[config.mk]
export PLATFORM = sky130hd
export DESIGN_NAME = lsu_dm_flat
export DESIGN_NICKNAME = d
export VERILOG_FILES = /design/src/rtl/riscv_mem_pkg.sv /design/src/rtl/lsu_dm_if.sv /design/src/rtl/lsu_load_align.sv /design/src/rtl/lsu_dm.sv /design/src/flat_wrapper.sv
export SDC_FILE = /design/constraint.sdc
export NUM_CORES = 1
export LEC_CHECK = 0
export CAP_MARGIN = 0
export CELL_PAD_IN_SITES_DETAIL_PLACEMENT = 2
export CELL_PAD_IN_SITES_GLOBAL_PLACEMENT = 2
export CORE_MARGIN = 5
export CORE_UTILIZATION = 26
export DETAILED_ROUTE_END_ITERATION = 12
export PLACE_DENSITY = 0.91
export SLEW_MARGIN = 20
export SYNTH_ARGS = -nofsm -noshare
export SYNTH_HDL_FRONTEND = slang
export SYNTH_SLANG_ARGS = --single-unit
[constraint.sdc]
create_clock -name clk -period 3.65 [get_ports clk]
set_input_delay 0.365 -clock clk [delete_from_list [all_inputs] [get_ports clk]]
set_output_delay 0.365 -clock clk [all_outputs]
set_load 0.05 [all_outputs]
[src/rtl/riscv_mem_pkg.sv]
// rtl/riscv_mem_pkg.sv - RV32I memory-access codes, LSU state encoding and lane helpers
package riscv_mem_pkg;

    localparam logic [2:0] F3_B  = 3'b000;
    localparam logic [2:0] F3_H  = 3'b001;
    localparam logic [2:0] F3_W  = 3'b010;
    localparam logic [2:0] F3_BU = 3'b100;
    localparam logic [2:0] F3_HU = 3'b101;

    localparam int READ_LAT_MAX = 3;

    typedef enum logic [1:0] {
        S_IDLE  = 2'd0,
        S_WRITE = 2'd1,
        S_READ  = 2'd2,
        S_RESP  = 2'd3
    } lsu_state_t;

    function automatic logic is_legal(input logic we, input logic [2:0] f3, input logic [1:0] a);
        logic ok;
        case (f3)
            F3_B, F3_BU: ok = 1'b1;
            F3_H, F3_HU: ok = !a[0];
            F3_W:        ok = (a == 2'b00);
            default:     ok = 1'b0;
        endcase
        return ok && !(we && f3[2]);
    endfunction

    function automatic logic [3:0] store_be(input logic [2:0] f3, input logic [1:0] a);
        logic [3:0] be;
        case (f3)
            F3_B:    be = 4'b0001 << a;
            F3_H:    be = a[1] ? 4'b1100 : 4'b0011;
            default: be = 4'b1111;
        endcase
        return be;
    endfunction

    function automatic logic [31:0] store_data(input logic [2:0] f3, input logic [31:0] wd);
        logic [31:0] d;
        case (f3)
            F3_B:    d = {4{wd[7:0]}};
            F3_H:    d = {2{wd[15:0]}};
            default: d = wd;
        endcase
        return d;
    endfunction

endpackage

[src/rtl/lsu_dm_if.sv]
// rtl/lsu_dm_if.sv - request/response handshake between the MEM stage and the LSU
interface lsu_dm_if;
    logic        req_valid;
    logic        req_ready;
    logic        req_we;
    logic [2:0]  req_funct3;
    logic [31:0] req_addr;
    logic [31:0] req_wdata;
    logic        resp_valid;
    logic [31:0] resp_rdata;
    logic        resp_err;

    modport master (
        output req_valid, req_we, req_funct3, req_addr, req_wdata,
        input  req_ready, resp_valid, resp_rdata, resp_err
    );

    modport slave (
        input  req_valid, req_we, req_funct3, req_addr, req_wdata,
        output req_ready, resp_valid, resp_rdata, resp_err
    );
endinterface

[src/rtl/lsu_load_align.sv]
// rtl/lsu_load_align.sv - byte/half-word selection and sign/zero extension of a read word
module lsu_load_align
    import riscv_mem_pkg::*;
(
    input  logic [31:0] mem_data,
    input  logic [1:0]  addr_lo,
    input  logic [2:0]  funct3,
    output logic [31:0] rdata
);
    logic [7:0]  b;
    logic [15:0] h;

    always_comb begin
        b = mem_data[{addr_lo, 3'b000} +: 8];
        h = addr_lo[1] ? mem_data[31:16] : mem_data[15:0];
        case (funct3)
            F3_B:    rdata = {{24{b[7]}}, b};
            F3_BU:   rdata = {24'h0, b};
            F3_H:    rdata = {{16{h[15]}}, h};
            F3_HU:   rdata = {16'h0, h};
            default: rdata = mem_data;
        endcase
    end
endmodule

[src/rtl/lsu_dm.sv]
// rtl/lsu_dm.sv - load/store unit driving the data-memory port
module lsu_dm
    import riscv_mem_pkg::*;
#(
    parameter int ADDR_W   = 10,
    parameter int READ_LAT = 1
) (
    input  logic              clk,
    input  logic              rst,
    lsu_dm_if.slave           lsu,
    output logic [ADDR_W-1:0] address_dm,
    output logic [31:0]       writedata_dm,
    output logic [3:0]        byte_en,
    output logic              memread_dm,
    output logic              memwrite_dm,
    input  logic [31:0]       mem_data
);
    localparam int         LAT_I = (READ_LAT > READ_LAT_MAX) ? READ_LAT_MAX : READ_LAT;
    localparam logic [1:0] LAT   = LAT_I[1:0];

    lsu_state_t        state_q, state_d;
    logic [1:0]        cnt_q;
    logic [2:0]        f3_q;
    logic [ADDR_W-1:0] addr_q;
    logic [31:0]       wdata_q;
    logic [31:0]       rdata_q;
    logic              err_q;
    logic [31:0]       load_data;
    logic              accept;
    logic              legal;
    logic              unused_addr_hi;

    // Address bits above ADDR_W wrap away; fold them so they count as consumed.
    assign unused_addr_hi = ^lsu.req_addr;

    assign accept = lsu.req_valid && (state_q == S_IDLE);
    assign legal  = is_legal(lsu.req_we, lsu.req_funct3, lsu.req_addr[1:0]);

    lsu_load_align u_align (
        .mem_data (mem_data),
        .addr_lo  (addr_q[1:0]),
        .funct3   (f3_q),
        .rdata    (load_data)
    );

    always_ff @(posedge clk or posedge rst) begin
        if (rst) state_q <= S_IDLE;
        else     state_q <= state_d;
    end

    always_comb begin
        state_d = state_q;
        case (state_q)
            S_IDLE:  if (accept) state_d = !legal ? S_RESP : (lsu.req_we ? S_WRITE : S_READ);
            S_WRITE: state_d = S_RESP;
            S_READ:  if (cnt_q == LAT) state_d = S_RESP;
            S_RESP:  state_d = S_IDLE;
            default: state_d = S_IDLE;
        endcase
    end

    // Request capture; rdata is cleared on acceptance so stores and errors return 0.
    always_ff @(posedge clk or posedge rst) begin
        if (rst) begin
            cnt_q   <= 2'd0;
            f3_q    <= 3'd0;
            addr_q  <= '0;
            wdata_q <= 32'h0;
            rdata_q <= 32'h0;
            err_q   <= 1'b0;
        end else if (accept) begin
            cnt_q   <= 2'd0;
            f3_q    <= lsu.req_funct3;
            addr_q  <= lsu.req_addr[ADDR_W-1:0];
            wdata_q <= lsu.req_wdata;
            rdata_q <= 32'h0;
            err_q   <= !legal;
        end else if (state_q == S_READ) begin
            cnt_q <= cnt_q + 2'd1;
            if (cnt_q == LAT) rdata_q <= load_data;
        end
    end

    always_comb begin
        lsu.req_ready  = (state_q == S_IDLE) && !rst;
        lsu.resp_valid = (state_q == S_RESP);
        lsu.resp_rdata = 32'h0;
        lsu.resp_err   = 1'b0;
        address_dm     = '0;
        writedata_dm   = 32'h0;
        byte_en        = 4'h0;
        memread_dm     = 1'b0;
        memwrite_dm    = 1'b0;
        case (state_q)
            S_WRITE: begin
                address_dm   = {addr_q[ADDR_W-1:2], 2'b00};
                writedata_dm = store_data(f3_q, wdata_q);
                byte_en      = store_be(f3_q, addr_q[1:0]);
                memwrite_dm  = 1'b1;
            end
            S_READ: begin
                address_dm = {addr_q[ADDR_W-1:2], 2'b00};
                memread_dm = 1'b1;
            end
            S_RESP: begin
                lsu.resp_rdata = rdata_q;
                lsu.resp_err   = err_q;
            end
            default: ;
        endcase
    end
endmodule
[src/flat_wrapper.sv]
// flat-port wrapper written by rule: the top's interface ports become plain ports
module lsu_dm_flat import riscv_mem_pkg::*;
#(
    parameter int ADDR_W   = 10,
    parameter int READ_LAT = 1
)
  (clk, rst, address_dm, writedata_dm, byte_en, memread_dm, memwrite_dm, mem_data, lsu_req_valid, lsu_req_we, lsu_req_funct3, lsu_req_addr, lsu_req_wdata, lsu_req_ready, lsu_resp_valid, lsu_resp_rdata, lsu_resp_err);
  lsu_dm_if lsu_i ();
  input  logic clk;
  input  logic rst;
  output logic [ADDR_W-1:0] address_dm;
  output logic [31:0] writedata_dm;
  output logic [3:0] byte_en;
  output logic memread_dm;
  output logic memwrite_dm;
  input  logic [31:0] mem_data;
  input wire logic [$bits(lsu_i.req_valid)-1:0] lsu_req_valid;
  input wire logic [$bits(lsu_i.req_we)-1:0] lsu_req_we;
  input wire logic [$bits(lsu_i.req_funct3)-1:0] lsu_req_funct3;
  input wire logic [$bits(lsu_i.req_addr)-1:0] lsu_req_addr;
  input wire logic [$bits(lsu_i.req_wdata)-1:0] lsu_req_wdata;
  output wire logic [$bits(lsu_i.req_ready)-1:0] lsu_req_ready;
  output wire logic [$bits(lsu_i.resp_valid)-1:0] lsu_resp_valid;
  output wire logic [$bits(lsu_i.resp_rdata)-1:0] lsu_resp_rdata;
  output wire logic [$bits(lsu_i.resp_err)-1:0] lsu_resp_err;
  assign lsu_i.req_valid = lsu_req_valid;
  assign lsu_i.req_we = lsu_req_we;
  assign lsu_i.req_funct3 = lsu_req_funct3;
  assign lsu_i.req_addr = lsu_req_addr;
  assign lsu_i.req_wdata = lsu_req_wdata;
  assign lsu_req_ready = lsu_i.req_ready;
  assign lsu_resp_valid = lsu_i.resp_valid;
  assign lsu_resp_rdata = lsu_i.resp_rdata;
  assign lsu_resp_err = lsu_i.resp_err;
  lsu_dm #(.ADDR_W(ADDR_W), .READ_LAT(READ_LAT)) u_core (.clk(clk), .rst(rst), .lsu(lsu_i), .address_dm(address_dm), .writedata_dm(writedata_dm), .byte_en(byte_en), .memread_dm(memread_dm), .memwrite_dm(memwrite_dm), .mem_data(mem_data));
endmodule
==> After elaboration in Yosys (flattened, before gate mapping) <==
Cells that the tools add are included.
{ "classes": {"add_sub_neg": 1, "eq_ne": 13, "shift": 2, "muxes": 23, "reduce_logical": 19} }
{ "ops": {"columns": ["operator", "count"], "rows": [
  ["$mux W32", 5],
  ["$pmux W32 S4", 1],
  ["$pmux W32 S2", 1],
  ["$shiftx A32 B6 Y8", 1],
  ["$mux W16", 1],
  ["$eq A3 B3 Y1 const B", 4],
  ["$mux W2", 6],
  ["$mux W10", 1],
  ["$mux W4", 2],
  ["$pmux W2 S4", 1],
  ["$pmux W4 S2", 1],
  ["$eq A3 B1 Y1 const B", 2],
  ["$logic_not A3 Y1", 2],
  ["$reduce_or A2 Y1", 3],
  ["$eq A2 B1 Y1 const B", 2],
  ["$eq A2 B2 Y1 const B", 2],
  ["$logic_and A1 B1 Y1", 4],
  ["$logic_not A1 Y1", 4],
  ["$logic_not A2 Y1", 2],
  ["$ne A2 B1 Y1 const B", 2],
  ["$reduce_and A2 Y1", 2],
  ["$reduce_bool A2 Y1", 2],
  ["$shl A1 B2 Y4 const A", 1],
  ["$eq A3 B2 Y1 const B", 1],
  ["3 further kinds", 5]
]} }
{ "totals": {"register_bits": 82, "wordCells": 65} }

==> Longest topological paths before layout <==
Gate-level depths: netlist of the first run.
{ "depth": {"word_depth": 7, "depth_mapped": 9} }

==> Modules after synthesis <==
Synthesis of the first run repeated with hierarchy kept, for this count alone.
{ "hier_totals": {"cells_unflattened": 449, "hier_area_um2": 4934.7} }
{ "modules_own_cells": {"columns": ["module", "instances", "cells_each", "area_each_um2", "seq_area_each_um2"], "rows": [
  ["lsu_dm", 1, 353, 4088.9, 2052.0],
  ["lsu_load_align", 1, 96, 845.8, 0.0]
]} }

==> Worst setup path after synthesis of the first run <==
Ideal clock, no wire load.
{ "synth_timing": {"path_type": "reg-to-output", "start": "register u_core.state_q[1]", "end": "output port writedata_dm[13]", "arrival_time_ps": 2614, "t_required_ps": 3285, "setup_slack_ps": 671, "path_stages_with_launch": 6, "path_cell_list": "dfrtp_1 > inv_1 > ha_1 > clkbuf_1 > clkbuf_1 > a21boi_0"} }
{ "synth_between": {"elab_chain_cells": 2} }
{ "synth_lines": {"columns": ["element", "line", "rtl"], "rows": [
  ["start, declared", "lsu_dm.sv:21", "lsu_state_t state_q, state_d;"],
  ["start signal, assigned", "lsu_dm.sv:48", "else state_q <= state_d;"],
  ["$eq A2 B1 Y1", "lsu_dm.sv:94", "case (state_q)"],
  ["$mux W32", "lsu_dm.sv:94", null],
  ["end, declared", "flat_wrapper.sv:12", "output logic [31:0] writedata_dm;"]
]} }
Every way passes these cells.

==> Final worst setup path of the first run <==
{ "layout_timing": {"start": "register u_core.f3_q[2]", "end": "output port writedata_dm[12]"} }
{ "layout_between": {"elab_chain_cells": 3, "word_cells_on_any_way": 4, "classes_between": "eq/ne: 1; mux: 2; reduce/logical: 1"} }
{ "layout_lines": {"columns": ["element", "line", "rtl"], "rows": [
  ["start, declared", "lsu_dm.sv:23", "logic [2:0] f3_q;"],
  ["start signal, assigned", "lsu_dm.sv:73", "f3_q <= lsu.req_funct3;"],
  ["$eq A3 B1 Y1 / $logic_not A3 Y1 (equally long branches)", "riscv_mem_pkg.sv:42", "case (f3)"],
  ["$pmux W32 S2 *", "riscv_mem_pkg.sv:42", null],
  ["$mux W32 *", "lsu_dm.sv:94", null]
]} }
Every way passes the cells marked *; elsewhere a longest branch is shown, timed or not.

==> flow_summary.ini, run 1 <==
[run_status]
run_status = complete, no violations

[timing]
post-route-min-period_ns = 3.27
final_max_slew_viol_count = 0
hold_slack_ns = 0.480
tightestPinTransition_ns = 1.09
finalSetupViolCount = 0
relSlewSlack_pct = 27.3
fin_skew_ns = 0.00763
setup_ws_ns = 0.382
finalSetupTns_ns = 0
fin_crit_sh_pct = 89.5
hold_viol = 0
rsz0062_at_grt = false
fmax_mhz = 306

[clock_network]
root_buffer = clkbuf_16
clk_latency_ns = 0.34
cts_buffers = 9
cts.path.max_buffers = 2
clkTransAtPathRegs_ns = 0.06
cts_max_level = 3
cts.hold.buffers_added = 0
postCtsSetupRepairBufs = 0
clock_sinks = 82
ctsResizeCount = 0
tritoncts = yes

[logic_synthesis]
synthSimpleGateAreaFrac_pct = 29.1
async_flop_share_pct = 100
synth_fa_ha_area_share_pct = 1.62
netlist_top_cells_area = dfrtp_1 44%, nand2_1 16%, and2_1 7.4%
synthMuxAreaShare_pct = 4.43
synth-edff-count = 0
yosys.area_share.xor_xnor_pct = 0.189
ys_types = 39
ys.flop_type = dfrtp_1
yosysWarnings = 0
synth_top_family_by_area = simple AND/OR/NAND/NOR gates
synth.top_cell.area_share_pct = 44.3
synth-seq-cells = 82
synth_compound_area_share_pct = 15.2
netlist_area_um2 = 4630
yosysTopAreaCell = dfrtp_1
synthCells = 546
syn_area_per_cell_um2 = 8.48
yosysSeqAreaShare_pct = 44.3

[routing]
ant_nets = 0
viasPerCell = 4.92
drt-pass1-iter-count = 4
drt_wl_total_um = 18600
drt_iter0_markers = 199
vias = 4519
drc = 0
wl_per_cell_um = 20.2

[flow_run]
drv_cap = 0

[die]
die_w_um = 143
dieArea_um2 = 20600
fp-row-count = 48
pin_count = 186
start_util_pct = 26.7
fp.coreArea_um2 = 17400
die_y_um = 143

[global_route]
grt_pass1_wl_um = 29100
grt_use_total_pct = 18.3
grt_pass1_vias = 5150
grt_max_degree = 50
grt-ovfl-total = 0
antenna_found_initial = 0

[pwr]
ir_drop_mv = 0.382
p_leak_nw = 3.08
power_density_nw_per_um2 = 930

[hold_path]
hp-class = in2async

[cells_and_area]
syn_to_final_growth_pct = 46.0
layout-drive-gt1-share_pct = 5.04
final_cells = 919
nNetsFinal = 799
n_antenna_cell = 0

[placement]
gp_congestion = 0.833
dpl.cell_count = 904
portBuffers = 161
pre_cts_slack_ns = 0.764
dp_hpwl_um = 13800

[worst_setup_path]
cp_slowest_cell = clkdlybuf4s50_1
crit_required_ns = 3.28
cp_max_fo = 10
crit_type = reg2out
cp-end-kind = output pin
path_cells = or2_1 > nor2_2 > nand2_1 > a21boi_0 > clkdlybuf4s50_1
cp_slowest_stage_delay_ns = 0.87
critPathLaunchType = register
crit_arrival_ns = 2.90
==> logic make-up (layout without fill, tap and decap cells) <==
kind of cell / after synthesis / in the layout
other: 1 / 2
AO/OA/AOI/OAI: 88 / 88
AND/OR/NAND/NOR: 296 / 296
multiplexers: 20 / 20
buffers and inverters: 52 / 199
flip-flops: 82 / 82
XOR/XNOR: 1 / 1
adder cells (fa/ha/maj): 6 / 6
==> worst max-delay path: cells and delay by family, from the launching register on <==
family / cells / cell delay [ns]
buffers and inverters: 1 / 0.87
flip-flops: 1 / 0.45
AO/OA/AOI/OAI: 1 / 0.27
AND/OR/NAND/NOR: 3 / 0.96
==> synth_stat cells, drive strengths merged (5+ instances only) <==
master	count
a21boi	17
a21oi	5
a221o	18
a22o	6
and2	55
buf	16
clkbuf	24
dfrtp	82
ha	6
inv	12
mux2i	19
nand2	194
nand2b	8
nand3	10
nor2	11
nor2b	9
o211a	8
o211ai	6
o21ai	15
o22ai	5
==> where the power goes <==
group	switching [mW]	total [mW]	leakage, nW	internal [mW]
Sequential	0.329	1.63	1.05	1.30
Combinational	2.40	3.66	1.87	1.26
Clock	0.387	1.00	0.158	0.614
Total	3.12	6.29	3.08	3.17
==> sequential cells by signal, summed over array words and instances, names as in the netlist <==
signal,flops
u_core.rdata_q,32
u_core.wdata_q,32
u_core.state_q,2
u_core.f3_q,3
u_core.cnt_q,2
u_core.err_q,1
u_core.addr_q,10
==> layer usage <==
layer / GRT usage [%] / vias to the layer above / wire length, um
met4: 5.30 / 0 / 298
li1: - / 2096 / -
met5: 0 / - / 0
met2: 31.8 / 154 / 9210
met1: 21.8 / 2249 / 7630
met3: 5.46 / 20 / 1450
==> metrics by stage <==
stage	power [mW]	cell area [um^2]	utilization, %
3_5_place_dp	5.32	6440	37.1
5_1_grt	6.70	6760	39.0
3_3_place_gp	5.13	6440	37.1
6_report	6.29	6760	39.0
2_1_floorplan	4.04	4630	-
4_1_cts	6.37	6760	39.0
==> layout by cell type (no fill, tap or decap), types with 2 or more instances in the layout <==
cell type and instances:
a2111oi_0 2, a21boi_0 17, a21oi_1 4, a221o_1 18
a221oi_1 4, a22o_1 6, and2_1 54, buf_4 10
bufinv_16 2, clkbuf_16 9, clkdlybuf4s50_1 161, clkinv_2 3
conb_1 2, dfrtp_1 82, ha_1 6, inv_1 11
mux2i_1 19, nand2_1 194, nand2b_1 8, nand3_1 10
nor2_1 7, nor2_2 3, nor2b_1 9, o211a_1 8
o211ai_1 6, o21ai_0 15, o22ai_1 5, or3_1 4
==> area by class of cell <==
cell class / count / area, um^2
Inverter: 12 / 46.3
Clock inverter: 5 / 78.8
Multi-Input combinational cell: 413 / 2360
Sequential cell: 82 / 2050
Fill cell: 1879 / 10600
Timing Repair Buffer: 172 / 1710
Tap cell: 225 / 282
Clock buffer: 10 / 239
==> path summary, 6_finish.rpt <==
path / from / end / slack (ns) / cells after the start
max: u_core.f3_q[2]$_DFFE_PP0P_ / writedata_dm[12] / 0.38 / 5
min reg2reg: u_core.addr_q[2]$_DFFE_PP0P_ / u_core.addr_q[2]$_DFFE_PP0P_ / 0.48 / 2
max in group asynchronous: rst / u_core.rdata_q[0]$_DFFE_PP0P_ / 2.46 / 3
min in group clk: u_core.addr_q[2]$_DFFE_PP0P_ / u_core.addr_q[2]$_DFFE_PP0P_ / 0.48 / 2
min: rst / u_core.addr_q[6]$_DFFE_PP0P_ / 0.48 / 2
max reg2reg: u_core.state_q[0]$_DFFE_PP0P_ / u_core.rdata_q[17]$_DFFE_PP0P_ / 1.03 / 6
No activity file was read; power rests on OpenSTA's default activity.
==> inputs of run 2 (changes only) <==
Settings changed: ABC_AREA set to 1, CORE_UTILIZATION 26 to 24.
==> run 2 against run 1 <==
Against the previous run:
- wire length is 2.7% higher
- count of clock-buffer cells in the layout rose by 2
- final cell count is 22% higher
- synthesized cell count rose by 30%
- power up 3.6%
- setup slack improved by 0.013 ns
- first-iteration DRC count fell by 3.0%
==> flow_summary.ini, run 2 <==
[logic_synthesis]
synth-edff-count = 0
yosysTopAreaCell = dfrtp_1
synth_commonest_cells = 322 x nand2_1, 82 x dfrtp_1, 82 x inv_1, 75 x nor2_1, 38 x o21ai_0
syn_area_per_cell_um2 = 6.63
ys_types = 24
netlist_area_um2 = 4690
synth_most_common_cell = nand2_1
yosysSeqAreaShare_pct = 43.7
async_flop_share_pct = 100
ys.flop_type = dfrtp_1
netlist_top_cells_area = dfrtp_1 44%, nand2_1 26%, inv_1 6.6%
synth.top_cell.area_share_pct = 43.7
synth-seq-cells = 82
synthCells = 708
yosysWarnings = 0

[cells_and_area]
final_common_cell = nand2_1
syn_to_final_growth_pct = 45.8
layout-drive-gt1-share_pct = 4.07
final_util_pct = 35.4
n_antenna_cell = 0
reg.largest.list = u_core.rdata_q: 32 flops, u_core.wdata_q: 32 flops, u_core.addr_q: 10 flops
nNetsFinal = 963
layout_common_cells = 322 x nand2_1, 161 x clkdlybuf4s50_1, 82 x dfrtp_1

[global_route]
grt-ovfl-total = 0
grt_pass1_vias = 5581
grt_pass1_wl_um = 30000
grt_use_total_pct = 17.2
grt_max_degree = 51
antenna_found_initial = 2

[pwr]
total_power_mw = 6.51
p_leak_nw = 3.68
ir_drop_mv = 0.496
power_density_nw_per_um2 = 952

[clock_network]
postCtsSetupRepairBufs = 0
tritoncts = yes
cts.hold.buffers_added = 0
cts.path.max_buffers = 2
cts_buffers = 9
clk_latency_ns = 0.35
cts_max_level = 3
root_buffer = clkbuf_16
clock_sinks = 82
clkTransAtPathRegs_ns = 0.06
ctsResizeCount = 0

[die]
pin_count = 186
dieArea_um2 = 22400
fp-row-count = 51
fp.coreArea_um2 = 19300
start_util_pct = 24.3
die_y_um = 150
die_w_um = 150

[timing]
final_max_slew_viol_count = 0
finalSetupTns_ns = 0
fin_skew_ns = 0.00800
fmax_mhz = 307
finalSetupViolCount = 0
hold_viol = 0
fin_crit_sh_pct = 89.2
post-route-min-period_ns = 3.26
tightestPinTransition_ns = 0.995
rsz0062_at_grt = false
hold_slack_ns = 0.486
relSlewSlack_pct = 33.2

[routing]
wl_per_cell_um = 17.0
vias = 5035
drt-pass1-iter-count = 4
viasPerCell = 4.48
drt_wl_total_um = 19100
drt_iter0_markers = 193
ant_nets = 0
drc = 0

[worst_setup_path]
crit_arrival_ns = 2.89
cp-end-kind = output pin
path_cells = nor2_8 > inv_2 > nor2_8 > inv_1 > o21ai_0 > nor2_1 > clkdlybuf4s50_1
crit_required_ns = 3.28
crit_type = reg2out
cp_slowest_stage_delay_ns = 0.72
critPathLaunchType = register
cp_slowest_cell = clkdlybuf4s50_1
path_common_cell = nor2_8
cp_max_fo = 25

[flow_run]
drv_cap = 0

[placement]
portBuffers = 161
dp_hpwl_um = 14300
gp_congestion = 0.811

[hold_path]
hp-class = reg2reg

[run_status]
run_status = complete, no violations
-- run 2: changes by cell type after synthesis, sizes merged, moves of 17 or more --
| cell | delta |
|---|---|
| a221o | -18 |
| and2 | -55 |
| a21boi | -17 |
| mux2i | -19 |
| inv | +74 |
| a21oi | +25 |
| o21ai | +23 |
| nor2 | +67 |
| nand2 | +132 |
-- run 2: path summary, 6_finish.rpt --
kind	from	slack [ns]	to	depth (start not counted)
min reg2reg	u_core.rdata_q[18]$_DFFE_PP0P_	0.49	u_core.rdata_q[18]$_DFFE_PP0P_	2
max	u_core.f3_q[2]$_DFFE_PP0P_	0.39	writedata_dm[25]	7
max in group asynchronous	rst	2.35	u_core.rdata_q[16]$_DFFE_PP0P_	3
min in group asynchronous	rst	0.52	u_core.state_q[0]$_DFFE_PP0P_	2
min	u_core.rdata_q[18]$_DFFE_PP0P_	0.49	u_core.rdata_q[18]$_DFFE_PP0P_	2
max reg2reg	u_core.state_q[0]$_DFFE_PP0P_	1.24	u_core.rdata_q[6]$_DFFE_PP0P_	7
-- run 2: power breakdown --
| group | switching (mW) | leakage, nW | internal (mW) |
|---|---|---|---|
| registers | 0.352 | 1.05 | 1.30 |
| clock network | 0.397 | 0.153 | 0.569 |
| logic | 2.70 | 2.47 | 1.19 |
| total | 3.45 | 3.68 | 3.07 |
-- run 2: metrics by stage --
| step | worst slack, ns | instances | instance area, um^2 |
|---|---|---|---|
| after detailed placement | 0.730 | 1108 | 6530 |
| final | 0.395 | 1124 | 6840 |
| after CTS | 0.339 | 1124 | 6840 |
| after global routing | 0.186 | 1124 | 6840 |
| after global placement | 0.830 | 1108 | 6530 |
| after floorplan | 0.842 | 709 | 4700 |
-- run 2: cell families (layout without fill, tap and decap cells) --
kind of cell / count (synthesis) / after routing / synth area share, %
xor+xnor: 1 / 1 / 0.187
other cells: 1 / 2 / 0.0799
fa+ha+maj: 6 / 6 / 1.60
buf+inv: 122 / 272 / 10.5
flops: 82 / 82 / 43.7
simple gates: 415 / 415 / 34.8
compound gates: 81 / 81 / 9.12
-- run 2: area by class of cell --
cell class	instances	area (um^2)
Fill cell	2325	12500
Clock buffer	12	256
Inverter	87	328
Multi-Input combinational cell	505	2150
Sequential cell	82	2050
Tap cell	265	332
Timing Repair Buffer	169	1670
Clock inverter	4	48.8
-- run 2: worst max-delay path: cells and delay by family, from the launching register on --
family / cells / cell delay (ns)
buffers and inverters: 3 / 1.10
AOI/OAI and AO/OA: 1 / 0.31
DFF: 1 / 0.43
and+or+nand+nor: 3 / 0.69
-- run 2: layer usage --
metal / part of all wire [%] / global-route usage [%] / routed length (um)
met1: 42 / 20.1 / 8020
met2: 48 / 29.8 / 9120
met3: 8.7 / 6.66 / 1660
met4: 1.3 / 4.12 / 252
met5: 0.14 / 0 / 27
==> inputs of run 3 (changes only) <==
Settings changed: ABC_AREA 1 to unset, CORE_UTILIZATION 24 to 26, GPL_TIMING_DRIVEN set to 1.
==> results of run 3 <==
Same layout as run 1: the final DEF is identical, and so are final timing and power.
